File: config.mk
export PLATFORM = sky130hd
export DESIGN_NAME = seven_segment_capture_flat
export DESIGN_NICKNAME = d
export VERILOG_FILES = /design/src/rtl/seven_seg_pkg.sv /design/src/rtl/seven_segment_capture_if.sv /design/src/rtl/seven_seg_stable_detect.sv /design/src/rtl/seven_segment_capture.sv /design/src/flat_wrapper.sv
export SDC_FILE = /design/constraint.sdc
export NUM_CORES = 1
export LEC_CHECK = 0
export ABC_AREA = 1
export CAP_MARGIN = 20
export CORE_MARGIN = 5
export CORE_UTILIZATION = 50
export CTS_BUF_LIST = sky130_fd_sc_hd__clkbuf_2
export CTS_CLUSTER_DIAMETER = 50
export DETAILED_ROUTE_END_ITERATION = 12
export MAX_ROUTING_LAYER = met4
export PLACE_DENSITY = 0.78
export SYNTH_ARGS = -nofsm -noshare
export SYNTH_HDL_FRONTEND = slang
export SYNTH_SLANG_ARGS = --single-unit
File: constraint.sdc
create_clock -name clk -period 3 [get_ports clk]
set_input_delay 0.3 -clock clk [delete_from_list [all_inputs] [get_ports clk]]
set_output_delay 0.3 -clock clk [all_outputs]
set_load 0.02 [all_outputs]
File: src/rtl/seven_seg_pkg.sv
// Shared seven-segment table used by the display driver and the capture monitor.
// Patterns are {g,f,e,d,c,b,a}, active high.
package seven_seg_pkg;

  typedef logic [6:0] seg_t;

  typedef enum logic {
    ST_EMPTY = 1'b0,
    ST_FULL  = 1'b1
  } out_state_e;

  localparam seg_t SEG_0 = 7'h3F;
  localparam seg_t SEG_1 = 7'h06;
  localparam seg_t SEG_2 = 7'h5B;
  localparam seg_t SEG_3 = 7'h4F;
  localparam seg_t SEG_4 = 7'h66;
  localparam seg_t SEG_5 = 7'h6D;
  localparam seg_t SEG_6 = 7'h7D;
  localparam seg_t SEG_7 = 7'h07;
  localparam seg_t SEG_8 = 7'h7F;
  localparam seg_t SEG_9 = 7'h6F;
  localparam seg_t SEG_A = 7'h77;
  localparam seg_t SEG_B = 7'h7C;
  localparam seg_t SEG_C = 7'h39;
  localparam seg_t SEG_D = 7'h5E;
  localparam seg_t SEG_E = 7'h79;
  localparam seg_t SEG_F = 7'h71;

  // Returns {err,nibble}; unknown patterns map to 0 with err set.
  function automatic logic [4:0] seg_to_nibble(input seg_t s);
    logic [4:0] r;
    case (s)
      SEG_0:   r = 5'h00;
      SEG_1:   r = 5'h01;
      SEG_2:   r = 5'h02;
      SEG_3:   r = 5'h03;
      SEG_4:   r = 5'h04;
      SEG_5:   r = 5'h05;
      SEG_6:   r = 5'h06;
      SEG_7:   r = 5'h07;
      SEG_8:   r = 5'h08;
      SEG_9:   r = 5'h09;
      SEG_A:   r = 5'h0A;
      SEG_B:   r = 5'h0B;
      SEG_C:   r = 5'h0C;
      SEG_D:   r = 5'h0D;
      SEG_E:   r = 5'h0E;
      SEG_F:   r = 5'h0F;
      default: r = 5'h10;
    endcase
    return r;
  endfunction

endpackage

File: src/rtl/seven_segment_capture_if.sv
// Output word handshake of the seven-segment capture monitor.
// master = producer of num_out, slave = consumer.
interface seven_segment_capture_if #(
  parameter int NUM_DIGITS = 2
) ();

  logic [4*NUM_DIGITS-1:0] num_out;
  logic                    num_valid;
  logic                    num_ready;
  logic                    pattern_err;
  logic                    overrun;

  modport master (
    output num_out,
    output num_valid,
    output pattern_err,
    output overrun,
    input  num_ready
  );

  modport slave (
    input  num_out,
    input  num_valid,
    input  pattern_err,
    input  overrun,
    output num_ready
  );

endinterface

File: src/rtl/seven_seg_stable_detect.sv
// Input register, dwell counter and one-shot capture strobe
// for the multiplexed segment bus.
module seven_seg_stable_detect
  import seven_seg_pkg::*;
#(
  parameter int NUM_DIGITS     = 2,
  parameter int STABLE_CYCLES  = 4,
  parameter bit SEG_ACTIVE_LOW = 1'b0
) (
  input  logic                  clk,
  input  logic                  rst_n,
  input  seg_t                  seg_in,
  input  logic [NUM_DIGITS-1:0] dig_sel,
  output logic                  cap_stb,
  output seg_t                  cap_seg,
  output logic [NUM_DIGITS-1:0] cap_sel
);

  localparam int CW = $clog2(STABLE_CYCLES + 1);
  localparam logic [CW-1:0] CNT_MAX = CW'(STABLE_CYCLES);
  localparam logic [CW-1:0] CNT_CAP = CW'(STABLE_CYCLES - 1);

  seg_t                  seg_d, seg_q, seg_h_q;
  logic [NUM_DIGITS-1:0] sel_d, sel_q, sel_h_q;
  logic [CW-1:0]         cnt_d, cnt_q;
  logic                  one_hot;
  logic                  changed;

  always_comb begin
    seg_d   = SEG_ACTIVE_LOW ? ~seg_in : seg_in;
    sel_d   = SEG_ACTIVE_LOW ? ~dig_sel : dig_sel;
    one_hot = $onehot(sel_q);
    changed = {sel_q, seg_q} != {sel_h_q, seg_h_q};
    cnt_d   = cnt_q;
    if (changed || !one_hot) begin
      cnt_d = '0;
    end else if (cnt_q != CNT_MAX) begin
      cnt_d = cnt_q + 1'b1;
    end
    // Counter saturates past CNT_CAP, so this fires once per dwell.
    cap_stb = !changed && one_hot && (cnt_q == CNT_CAP);
    cap_seg = seg_q;
    cap_sel = sel_q;
  end

  always_ff @(posedge clk or negedge rst_n) begin
    if (!rst_n) begin
      seg_q   <= '0;
      sel_q   <= '0;
      seg_h_q <= '0;
      sel_h_q <= '0;
      cnt_q   <= '0;
    end else begin
      seg_q   <= seg_d;
      sel_q   <= sel_d;
      seg_h_q <= seg_q;
      sel_h_q <= sel_q;
      cnt_q   <= cnt_d;
    end
  end

endmodule

File: src/rtl/seven_segment_capture.sv
// Seven-segment bus monitor: assembles captured digits into frames
// and hands completed words out through a valid/ready register.
module seven_segment_capture
  import seven_seg_pkg::*;
#(
  parameter int NUM_DIGITS     = 2,
  parameter int STABLE_CYCLES  = 4,
  parameter bit SEG_ACTIVE_LOW = 1'b0
) (
  input  logic                    clk,
  input  logic                    rst_n,
  input  seg_t                    seg_in,
  input  logic [NUM_DIGITS-1:0]   dig_sel,
  seven_segment_capture_if.master num_if
);

  localparam int W = 4 * NUM_DIGITS;

  logic                  cap_stb;
  seg_t                  cap_seg;
  logic [NUM_DIGITS-1:0] cap_sel;

  seven_seg_stable_detect #(
    .NUM_DIGITS     (NUM_DIGITS),
    .STABLE_CYCLES  (STABLE_CYCLES),
    .SEG_ACTIVE_LOW (SEG_ACTIVE_LOW)
  ) u_detect (
    .clk     (clk),
    .rst_n   (rst_n),
    .seg_in  (seg_in),
    .dig_sel (dig_sel),
    .cap_stb (cap_stb),
    .cap_seg (cap_seg),
    .cap_sel (cap_sel)
  );

  logic [NUM_DIGITS-1:0][4:0] slots_d, slots_q;
  logic [NUM_DIGITS-1:0]      mask_d, mask_q;
  logic [4:0]                 dec;
  logic [W-1:0]               word;
  logic                       word_err;
  logic                       frame_done;
  logic                       load;

  out_state_e                 state_q;
  logic [W-1:0]               num_out_q;
  logic                       err_q;
  logic                       ovr_q;

  always_comb begin
    dec        = seg_to_nibble(cap_seg);
    frame_done = &mask_q;
    slots_d    = slots_q;
    mask_d     = frame_done ? '0 : mask_q;
    if (cap_stb) begin
      for (int i = 0; i < NUM_DIGITS; i++) begin
        if (cap_sel[i]) slots_d[i] = dec;
      end
      mask_d = mask_d | cap_sel;
    end
    word     = '0;
    word_err = 1'b0;
    for (int i = 0; i < NUM_DIGITS; i++) begin
      word[4*i +: 4] = slots_q[i][3:0];
      word_err       = word_err | slots_q[i][4];
    end
    load = frame_done &&
           ((state_q == ST_EMPTY) || num_if.num_ready);
  end

  always_ff @(posedge clk or negedge rst_n) begin
    if (!rst_n) begin
      slots_q <= '0;
      mask_q  <= '0;
    end else begin
      slots_q <= slots_d;
      mask_q  <= mask_d;
    end
  end

  // Output register: a frame that cannot be loaded is dropped with a pulse.
  always_ff @(posedge clk or negedge rst_n) begin
    if (!rst_n) begin
      state_q   <= ST_EMPTY;
      num_out_q <= '0;
      err_q     <= 1'b0;
      ovr_q     <= 1'b0;
    end else begin
      ovr_q <= frame_done && !load;
      case (state_q)
        ST_EMPTY: begin
          if (load) begin
            state_q   <= ST_FULL;
            num_out_q <= word;
            err_q     <= word_err;
          end
        end
        ST_FULL: begin
          if (load) begin
            num_out_q <= word;
            err_q     <= word_err;
          end else if (num_if.num_ready) begin
            state_q <= ST_EMPTY;
          end
        end
        default: state_q <= ST_EMPTY;
      endcase
    end
  end

  assign num_if.num_out     = num_out_q;
  assign num_if.num_valid   = (state_q == ST_FULL);
  assign num_if.pattern_err = err_q;
  assign num_if.overrun     = ovr_q;

endmodule

File: src/flat_wrapper.sv
// flat-port wrapper written by rule: the top's interface ports become plain ports
module seven_segment_capture_flat import seven_seg_pkg::*;
#(
  parameter int NUM_DIGITS     = 2,
  parameter int STABLE_CYCLES  = 4,
  parameter bit SEG_ACTIVE_LOW = 1'b0
)
  (clk, rst_n, seg_in, dig_sel, num_if_num_out, num_if_num_valid, num_if_pattern_err, num_if_overrun, num_if_num_ready);
  seven_segment_capture_if #(.NUM_DIGITS(NUM_DIGITS)) num_if_i ();
  input  logic clk;
  input  logic rst_n;
  input  seg_t seg_in;
  input  logic [NUM_DIGITS-1:0] dig_sel;
  output wire logic [$bits(num_if_i.num_out)-1:0] num_if_num_out;
  output wire logic [$bits(num_if_i.num_valid)-1:0] num_if_num_valid;
  output wire logic [$bits(num_if_i.pattern_err)-1:0] num_if_pattern_err;
  output wire logic [$bits(num_if_i.overrun)-1:0] num_if_overrun;
  input wire logic [$bits(num_if_i.num_ready)-1:0] num_if_num_ready;
  assign num_if_num_out = num_if_i.num_out;
  assign num_if_num_valid = num_if_i.num_valid;
  assign num_if_pattern_err = num_if_i.pattern_err;
  assign num_if_overrun = num_if_i.overrun;
  assign num_if_i.num_ready = num_if_num_ready;
  seven_segment_capture #(.NUM_DIGITS(NUM_DIGITS), .STABLE_CYCLES(STABLE_CYCLES), .SEG_ACTIVE_LOW(SEG_ACTIVE_LOW)) u_core (.clk(clk), .rst_n(rst_n), .seg_in(seg_in), .dig_sel(dig_sel), .num_if(num_if_i));
endmodule
==> results.md, run 1 <==
- Final setup fails: 0
- Routed length per instance: about 10 µm
- CTS Sinks: 44
- Crit-path cells: clkdlybuf4s50_1
- Design area: between 2000 and 2500 µm²
- Remaining antenna violation count: 0
- Clock transition at path regs: about 0.21 ns
- CP arrival: approximately 1.5 ns
- Clock buffer depth: 2
- Cts repair resizes: 0
- Syn Inst Count: between 200 and 250
- Fin Clk Skew: between 0.03 and 0.04 ns
- P per Cell Area: between 400 and 500 nW/µm²
- Fin crit period: around 1.8 ns
- Root Driver: clkbuf_2
- Top post-synthesis cells by area: dfrtp_1 (56%), nand2_1 (21%), inv_1 (4.4%)
- FMAX: 567 MHz
- Die H: 72.7 µm
- Setup_tns: 0 ns
- Initial Util: a little over half
- HPWL Detailed: between 2 and 2.5 mm
- Final hold vios: 12
- Max-capacitance violation count: 0
- Required @ worst endpoint: 2.70 ns
- Distinct cell type count after synthesis: 19
- Slowest cell on crit path: clkdlybuf4s50_1
- Max incr delay on CP: 0.62 ns
- Mean Syn Cell Area: roughly 8 µm²
- Placed Area: 2240 µm²
- Die ar.: 5290 µm²
- CP Max Fanout: 3
- Peak supply drop: around 0.00025 V
- Gpl congestion: slightly below 0.9
- # port buffers: 22
- Number of vias per cell: about 4.6
- Gr ovfl total: 0
- I/O pin total: 23
- Clk_lat worst skew: between 0.4 and 0.5 ns
- Ys Warns: 0
- Vias: approximately 1500
- Pins Over Slew Limit: 0
- DRT iter0 DRCs: 80
- First-pass GRT wire length: 5.64 mm
- Die width: about 73 µm
- Filler instances: between 300 and 400
- Critical path endpoint category: output pin
- RSZ-0062 raised after global routing: false
- Drt drc: 0
- Synthesized area: just under 2000 µm²
- Largest net degree at the start of global routing: 45
- Worst slew pin tran: between 0.9 and 1 ns
- Setup CP Type: flip-flop to output pin
- Initial antenna violation count: 0
- Synth Register Bits: between 40 and 50
- DRT Pass-1 Iters: 4
- Vias in the first global route: around 1300
- Most frequent cells in the layout: nand2_1 (109), dfrtp_1 (44), inv_1 (23), clkdlybuf4s50_1 (21), nor2_1 (20)
- Area grow syn2layout: 16.0%
- Commonest non-fill, non-tap cell in the layout: nand2_1
- Post-CTS Hold Buffers: 0
- Antenna cells: 0
- DRT Wirelength: between 3 and 4 mm
- Top-area cell type share of the netlist area: 56.0%
- Worst min path class: primary input to asynchronous set/reset pin
- Number of cell rows: 22
- Multi-input logic area: about 760 µm²
- Family with the most delay on the worst path: buffers and inverters
- Storage element area: ~1100 µm²
- Fin Hold WS: -0.00651 ns
- Violated checks: negative hold slack
- Area leader, netlist: dfrtp_1
- Fraction of layout cells with a size suffix above 1: under 10%
- Final worst-path cycle share: ~59%
- Core Area: roughly 3700 µm²
- Startpoint types: flip-flop
- CTS tree: done
- Leakage Power: 1.23 nW
- Total nets after synthesis: about 250
- Nets: ~280
- Slew headroom: about two fifths
- H-tree level count: 2
- Number of setup buffers added after CTS: 0
- Status: finished with violations
- GRT Overall Usage: between 10 and 15%
- CP Buf/Inv Count: 1
- CTS Buf Count: 5
- Sequential-to-total area share from yosys stat: 56.0%
-- layout make-up --
| type | count | share of cell area, % |
|---|---|---|
| tap | 48 | 2.63 |
| clock buffer | 5 | 1.10 |
| inverter | 27 | 4.45 |
| sequential | 44 | 48.3 |
| timing repair buffer | 22 | 9.44 |
| multi-input combinational | 168 | 33.5 |
| clock inverter | 3 | 0.604 |
-- path summary, 6_finish.rpt --
check | slack, ns | startpoint | endpoint | depth (start not counted)
setup / recovery | 1.24 | u_core.num_if.num_valid | num_if_num_valid | 1
hold / removal | -0.007 | rst_n | u_core.num_if.num_out[1] | 1
setup reg to reg | 1.52 | u_core.u_detect.cap_seg[2] | u_core.slots_q[0] | 9
hold reg to reg | 0.45 | u_core.u_detect.cap_seg[3] | u_core.u_detect.seg_h_q[3] | 0
max in group asynchronous | 2.41 | rst_n | u_core.u_detect.seg_h_q[0] | 1
min in group clk | 0.30 | seg_in[6] | u_core.u_detect.cap_seg[6] | 1
-- metal layers --
layer,vias up,wire (µm),GRT usage (%)
met1,650,1480,16.4
met5,-,0,-
met3,4,218,4.55
met2,32,1500,22.7
met4,0,35,4.92
li1,787,-,-
-- cells by family after synthesis --
kind of cell    synth area share [%]
simple gates                    33.6
flops                           56.0
compound gates                  1.97
buf+inv                         5.16
fa+ha+maj                       1.91
xor+xnor                        1.34
-- Yosys cell counts --
master      n
clkinv_1    1
nand4_1     2
xor2_1      1
xnor2_1     2
nor2_4      3
o21ai_0     3
nand3_1     7
nand3_2     3
inv_2       3
nand2_1   109
ha_1        3
a21oi_1     3
a21oi_2     1
dfrtp_1    44
nor2_2      4
inv_1      23
nor2_1     20
nand3b_1    2
nor3_1      5
-- where the power goes --
part           switching [mW]  internal [mW]  leakage [nW]
clock                   0.181         0.0523        0.0302
sequential             0.0128          0.606         0.573
combinational          0.0402         0.0266         0.622
total                   0.234          0.685          1.23
-- flip-flops by register name, summed over array words and instances (netlist names) --
| register | count |
|---|---|
| u_core.mask_q | 2 |
| u_core.num_if.num_out | 8 |
| u_core.num_if.num_valid | 1 |
| u_core.num_if.overrun | 1 |
| u_core.num_if.pattern_err | 1 |
| u_core.slots_q | 10 |
| u_core.u_detect.cap_seg | 7 |
| u_core.u_detect.cap_sel | 2 |
| u_core.u_detect.cnt_q | 3 |
| u_core.u_detect.seg_h_q | 7 |
| u_core.u_detect.sel_h_q | 2 |
-- metrics by stage --
| step | worst slack, ns | utilization [%] | hold WS [ns] | std cells | power, mW |
|---|---|---|---|---|---|
| after global routing | 1.17 | 60.9 | 0.0504 | 317 | 0.960 |
| after CTS | 1.22 | 60.9 | 0.0176 | 317 | 0.927 |
| final | 1.24 | 60.9 | -0.00651 | 317 | 0.919 |
| after detailed placement | 1.17 | 59.9 | 0.415 | 309 | 0.698 |
| after floorplan | 1.72 | - | 0.00441 | 239 | 0.664 |
| after global placement | 1.26 | 59.9 | 0.411 | 309 | 0.695 |
(Power assumes the default switching activity.)
==> run 2, diff against run 1 <==
--- a/config.mk
+++ b/config.mk
@@ -13,7 +13,7 @@
 export CTS_CLUSTER_DIAMETER = 50
 export DETAILED_ROUTE_END_ITERATION = 12
 export MAX_ROUTING_LAYER = met4
-export PLACE_DENSITY = 0.78
+export PLACE_DENSITY = 0.8
 export SYNTH_ARGS = -nofsm -noshare
 export SYNTH_HDL_FRONTEND = slang
 export SYNTH_SLANG_ARGS = --single-unit
==> constraint.sdc (replaced) <==
create_clock -name clk -period 1.55 [get_ports clk]
set_input_delay 0.155 -clock clk [delete_from_list [all_inputs] [get_ports clk]]
set_output_delay 0.155 -clock clk [all_outputs]
set_load 0.02 [all_outputs]
==> results.md, run 2 (synthesis results as in run 1) <==
- Fin Hold WS: 0.177 ns (+0.184 ns)
- Startpoint types: flip-flop
- Antenna cells: 0 (unchanged)
- Post-place setup slack: 0.0756 ns (-1.09 ns)
- Register share of total power: 67.4% (about the same)
- Max-capacitance violation count: 0 (unchanged)
- DRT Pass-1 Iters: 4 (unchanged)
- Internal: 1.35 mW (+96%)
- Combinational Power Share: 8.5% (+1.2 points)
- Critical path endpoint category: flip-flop
- Psw: 0.437 mW (+87%)
- Met1 Track Usage GR: 17.7% (+1.2 points)
- Number of cell rows: 22 (unchanged)
- Max incr delay on CP: 0.48 ns (-0.14 ns)
- Filler instances: 319 (-9.1%)
- H-tree level count: 2 (unchanged)
- Root Driver: clkbuf_2
- Global routing usage on met3: 3.31% (-1.2 points)
- Core Area: 3740 µm² (unchanged)
- CTS tree: done
- Gr busiest metal: met2
- Clock power frac: 24.1% (-1.3 points)
- Initial Util: 52.5% (unchanged)
- FMAX: 687 MHz
- First-pass GRT wire length: 5.93 mm (+5.1%)
- Drt drc: 0 (unchanged)
- Met2 demand-to-capacity share in global routing: 23.8% (+1.1 points)
- Pins Over Slew Limit: 0 (unchanged)
- Die H: 72.7 µm (unchanged)
- Most frequent cells in the layout: nand2_1 (96), dfrtp_1 (36), inv_1 (20), nor2_1 (16), nand2_2 (13)
- Switch share: 24.5% (-0.97 points)
- Gpl congestion: 0.890 (-0.39%)
- Slew headroom: 71.3% (+33 points)
- Commonest non-fill, non-tap cell in the layout: nand2_1
- Clock transition at path regs: 0.19 ns (-0.02 ns)
- GRT Overall Usage: 14.8% (+0.74 points)
- CP arrival: 1.81 ns (+0.35 ns)
- Slowest cell on crit path: dfrtp_2
- CP Max Fanout: 7 (+4)
- Clk_lat worst skew: 0.39 ns (-0.02 ns)
- Clock buffer depth: 2 (unchanged)
- Max FFs per register: 10 (unchanged)
- CP most frequent cell: nand2_1
- Final setup fails: 0 (unchanged)
- Remaining antenna violation count: 0 (unchanged)
- Nets: 288 (+1.8%)
- Worst slew pin tran: 0.430 ns (-0.497 ns)
- Fraction of layout cells with a size suffix above 1: 20.1% (+12 points)
- CP Buf/Inv Count: 0 (-1)
- Largest net degree at the start of global routing: 22 (-51%)
- Vias in the first global route: 1436 (+6.8%)
- Die width: 72.7 µm (unchanged)
- Die ar.: 5290 µm² (unchanged)
- Final worst-path cycle share: roughly 94%
- I/O pin total: 23 (unchanged)
- Leakage Power: 1.36 nW (+11%)
- Status: finished, final reports clean
- Final Core Density: 64.1% (+3.2 points)
- Worst min path class: primary input to flip-flop
- # port buffers: 22 (unchanged)
- P per Cell Area: 743 nW/µm² (+84%)
- Peak supply drop: 0.000397 V (+61%)
- Design area: 2400 µm² (+5.3%)
- Placed Area: 2260 µm² (+1.0%)
- CTS Buf Count: 5 (unchanged)
- HPWL Detailed: 2.63 mm (+5.6%)
- Initial antenna violation count: 0 (unchanged)
- DRT iter0 DRCs: 77 (-3.8%)
- Fin crit period: roughly 1.5 ns
- Number of vias per cell: 4.78 (+2.9%)
- Family with the most delay on the worst path: simple AND/OR/NAND/NOR gates
- Area grow syn2layout: 22.1%
- Setup CP Type: flip-flop to flip-flop
- Final hold vios: 0 (-12)
- Required @ worst endpoint: 1.90 ns (-0.80 ns)
- Most flops, register: u_core.slots_q
- RSZ-0062 raised after global routing: true
- Vias: 1535 (+4.2%)
- Crit-path cells: nand2_1, nand2_2, nor2_4, nand2_2, nor2_2, nand3_2, nor2_4, nand2_1, nand2_1
- Gr ovfl total: 0 (unchanged)
- Routed length per instance: 10.6 µm (+3.7%)
- CTS Sinks: 44 (unchanged)
- DRT Wirelength: 3.40 mm (+5.0%)
- Fin Clk Skew: 0.0163 ns (-0.0149 ns)
- Final WS setup: 0.0940 ns (-1.14 ns)
[run 2: cell types whose count changed in the layout (fill, tap and decap cells not counted), moves of 4 or more]
cell	change
buf_4	+4
clkdlybuf4s50_1	-11
dfrtp_1	-8
dfrtp_2	+8
dlygate4sd2_1	+7
dlymetal6s2s_1	+4
nand2_1	-13
nand2_2	+13
nor2_1	-4
[run 2: worst paths after layout]
path / start / endpoint / slack (ns) / cells after the start
min in group asynchronous: rst_n / u_core.num_if.num_out[0] / 0.20 / 2
max: u_core.u_detect.cap_seg[6] / u_core.slots_q[1] / 0.09 / 9
min reg2reg: u_core.u_detect.cap_sel[0] / u_core.u_detect.sel_h_q[0] / 0.47 / 0
max reg2reg: u_core.u_detect.cap_seg[6] / u_core.slots_q[1] / 0.09 / 9
max in group asynchronous: rst_n / u_core.u_detect.cap_sel[0] / 0.79 / 3
min: seg_in[2] / u_core.u_detect.cap_seg[2] / 0.18 / 1
[run 2: metrics by stage]
stage	setup TNS, ns	cells	total power [mW]
2_1_floorplan	0	239	1.28
5_1_grt	-0.0894	321	1.87
3_5_place_dp	0	312	1.35
6_report	0	321	1.78
4_1_cts	0	320	1.79
3_3_place_gp	0	312	1.35
[run 2: final cells by class]
type / instances / area [µm²] / share of cell area [%]
tap: 48 / 60.1 / 2.50
multi-input combinational: 168 / 836 / 34.8
clock buffer: 6 / 30.0 / 1.25
inverter: 27 / 101 / 4.22
sequential: 44 / 1110 / 46.3
clock inverter: 1 / 5.00 / 0.209
timing repair buffer: 27 / 256 / 10.7
[run 2: power groups by stage]
stage / sequential [mW] / combinational, mW / clock, mW
2_1_floorplan: 1.21 / 0.0708 / 0
3_3_place_gp: 1.22 / 0.133 / 0
3_5_place_dp: 1.22 / 0.135 / 0
4_1_cts: 1.20 / 0.137 / 0.454
5_1_grt: 1.21 / 0.173 / 0.490
6_report: 1.20 / 0.152 / 0.429
[run 2: repair_timing]
item / 4_1_cts / 5_1_grt
endpoints found under the setup margin: 7 / 16
resized for setup: 7 / 37
hold buffers: 1 / 0
setup buffers: 0 / 1
pin swaps: 0 / 13
hold endpoints to repair: 19 / 0
[run 2: per-layer routing]
| layer | share of wire (%) | up-vias |
|---|---|---|
| met5 | 0 | - |
| met4 | 2.3 | 0 |
| met3 | 7.0 | 10 |
| met2 | 48 | 44 |
| met1 | 43 | 682 |
| li1 | - | 799 |
==> run 3, diff against run 2 <==
--- a/config.mk
+++ b/config.mk
@@ -13,7 +13,8 @@
 export CTS_CLUSTER_DIAMETER = 50
 export DETAILED_ROUTE_END_ITERATION = 12
 export MAX_ROUTING_LAYER = met4
-export PLACE_DENSITY = 0.8
+export PLACE_DENSITY = 0.78
+export SKIP_LAST_GASP = 1
 export SYNTH_ARGS = -nofsm -noshare
 export SYNTH_HDL_FRONTEND = slang
 export SYNTH_SLANG_ARGS = --single-unit
==> constraint.sdc (replaced) <==
create_clock -name clk -period 1.6 [get_ports clk]
set_input_delay 0.16 -clock clk [delete_from_list [all_inputs] [get_ports clk]]
set_output_delay 0.16 -clock clk [all_outputs]
set_load 0.005 [all_outputs]
==> results.md, run 3 (synthesis results as in run 1) <==
- R2R Setup Slk: 0.17 ns (+0.08 ns)
- Final worst-path cycle share: roughly 90%
- DRT iter0 DRCs: 70 (-9.1%)
- Final setup fails: 0 (unchanged)
- CTS Buf Count: 5 (unchanged)
- H-tree level count: 2 (unchanged)
- Most frequent cells in the layout: nand2_1 (109), dfrtp_1 (39), inv_1 (23), nor2_1 (20), clkdlybuf4s50_1 (20)
- Leakage Power: 1.26 nW (-7.2%)
- Final Core Density: 62.4% (-1.7 points)
- # port buffers: 22 (unchanged)
- Final hold vios: 0 (unchanged)
- Number of cell rows: 22 (unchanged)
- Tot Pwr: 1.74 mW (-2.5%)
- Slew headroom: 65.6% (-5.7 points)
- Crit-path cells: clkdlybuf4s50_1
- Clock transition at path regs: 0.22 ns (+0.03 ns)
- I/O pin total: 23 (unchanged)
- Fin crit period: around 1.5 ns
- Root Driver: clkbuf_2
- Worst slew pin tran: 0.517 ns (+0.0862 ns)
- Length in cells of the worst reg-to-reg path: 9 (unchanged)
- CP Depth: 1 (-8)
- Setup CP Type: flip-flop to output pin
- Slowest cell on crit path: clkdlybuf4s50_1
- Required @ worst endpoint: 1.44 ns (-0.46 ns)
- Initial Util: 52.5% (unchanged)
- Area grow syn2layout: 18.8%
- Max-capacitance violation count: 0 (unchanged)
- Max incr delay on CP: 0.50 ns (+0.02 ns)
- CP Max Fanout: 2 (-5)
- Clk_lat worst skew: 0.41 ns (+0.02 ns)
- Die width: 72.7 µm (unchanged)
- CTS tree: done
- P per Cell Area: 744 nW/µm² (+0.18%)
- DRT Wirelength: 3.37 mm (-1.1%)
- Most flops, register: u_core.slots_q
- Status: finished, final reports clean
- Setup_tns: 0 ns (unchanged)
- Fin Hold WS: 0.179 ns (+0.00133 ns)
- Worst min path class: primary input to flip-flop
- Crit path to: num_if_pattern_err
- Vias: 1528 (-0.46%)
- Routed length per instance: 10.5 µm (-1.5%)
- Die H: 72.7 µm (unchanged)
- Initial antenna violation count: 0 (unchanged)
- Fraction of layout cells with a size suffix above 1: 11.3% (-8.8 points)
- Peak supply drop: 0.000449 V (+13%)
- Design area: 2340 µm² (-2.7%)
- Hold path start: seg_in[5]
- Remaining antenna violation count: 0 (unchanged)
- CTS Sinks: 44 (unchanged)
- Nets: 288 (unchanged)
- Drt drc: 0 (unchanged)
- GRT Overall Usage: 15.3% (+0.49 points)
- CP arrival: 1.31 ns (-0.50 ns)
- Number of vias per cell: 4.75 (-0.77%)
- Antenna cells: 0 (unchanged)
- RSZ-0062 raised after global routing: false
- Vias in the first global route: 1449 (+0.91%)
- RR Endpoint: u_core.slots_q[1]
- First-pass GRT wire length: 6.07 mm (+2.4%)
- Pins Over Slew Limit: 0 (unchanged)
- Largest net degree at the start of global routing: 25 (+14%)
- Setup crit start: u_core.num_if.pattern_err
- Commonest non-fill, non-tap cell in the layout: nand2_1
- Gpl congestion: 0.902 (+1.3%)
- Max FFs per register: 10 (unchanged)
- Gr ovfl total: 0 (unchanged)
- Clock buffer depth: 2 (unchanged)
- Die ar.: 5290 µm² (unchanged)
- HPWL Detailed: 2.62 mm (-0.11%)
- Fin Clk Skew: 0.0264 ns (+0.0101 ns)
- Core Area: 3740 µm² (unchanged)
- CP Buf/Inv Count: 1 (+1)
- FMAX: between 600 and 700 MHz
- Placed Area: 2260 µm² (unchanged)
- Critical path endpoint category: output pin
- Startpoint types: flip-flop
- DRT Pass-1 Iters: 4 (unchanged)
- Family with the most delay on the worst path: buffers and inverters
- R2R Path Start: u_core.u_detect.cap_seg[6]
-- run 3: layout make-up --
cell class	count	area (µm²)
flip-flops and latches	44	1110
fillers	336	1410
clock inverters	2	11.3
clock buffers	6	30.0
inverters	27	101
multi-input cells	168	768
well taps	48	60.1
repair buffers	27	258
-- run 3: metal layers --
| layer | track usage (%) | up-vias | wire length, µm |
|---|---|---|---|
| met5 | - | - | 0 |
| met4 | 8.81 | 0 | 65 |
| met3 | 3.31 | 9 | 231 |
| met2 | 23.5 | 39 | 1520 |
| met1 | 18.5 | 683 | 1550 |
| li1 | - | 797 | - |
-- run 3: stage by stage --
stage               instances  setup slack (ns)
floorplan                 239             0.326
global placement          312             0.172
detailed placement        312             0.116
CTS                       321            0.0394
global route              322            0.0101
finish                    322             0.134
-- run 3: worst min path at each step --
stage          slack [ns]  depth (start not counted)                    endpoint
6_report             0.18                          1  u_core.u_detect.cap_seg[5]
5_1_grt              0.12                          1  u_core.u_detect.cap_seg[5]
4_1_cts              0.15                          1  u_core.u_detect.cap_seg[5]
3_5_place_dp         0.16                          1    u_core.num_if.num_out[1]
3_3_place_gp         0.16                          1    u_core.num_if.num_out[0]
2_1_floorplan       -0.14                          0            u_core.mask_q[0]
-- run 3: where the power goes --
group	switching [mW]	leakage, nW	internal (mW)
Sequential	0.0245	0.568	1.14
Clock	0.335	0.0266	0.109
Combinational	0.0777	0.666	0.0548
Total	0.437	1.26	1.30
-- run 3: what timing repair did --
| item | in CTS | in global routing |
|---|---|---|
| resized for setup | 0 | 7 |
| endpoints found under the setup margin | 0 | 8 |
| hold endpoints to repair | 22 | 0 |
| setup buffers | 0 | 1 |
| hold buffers | 1 | 0 |
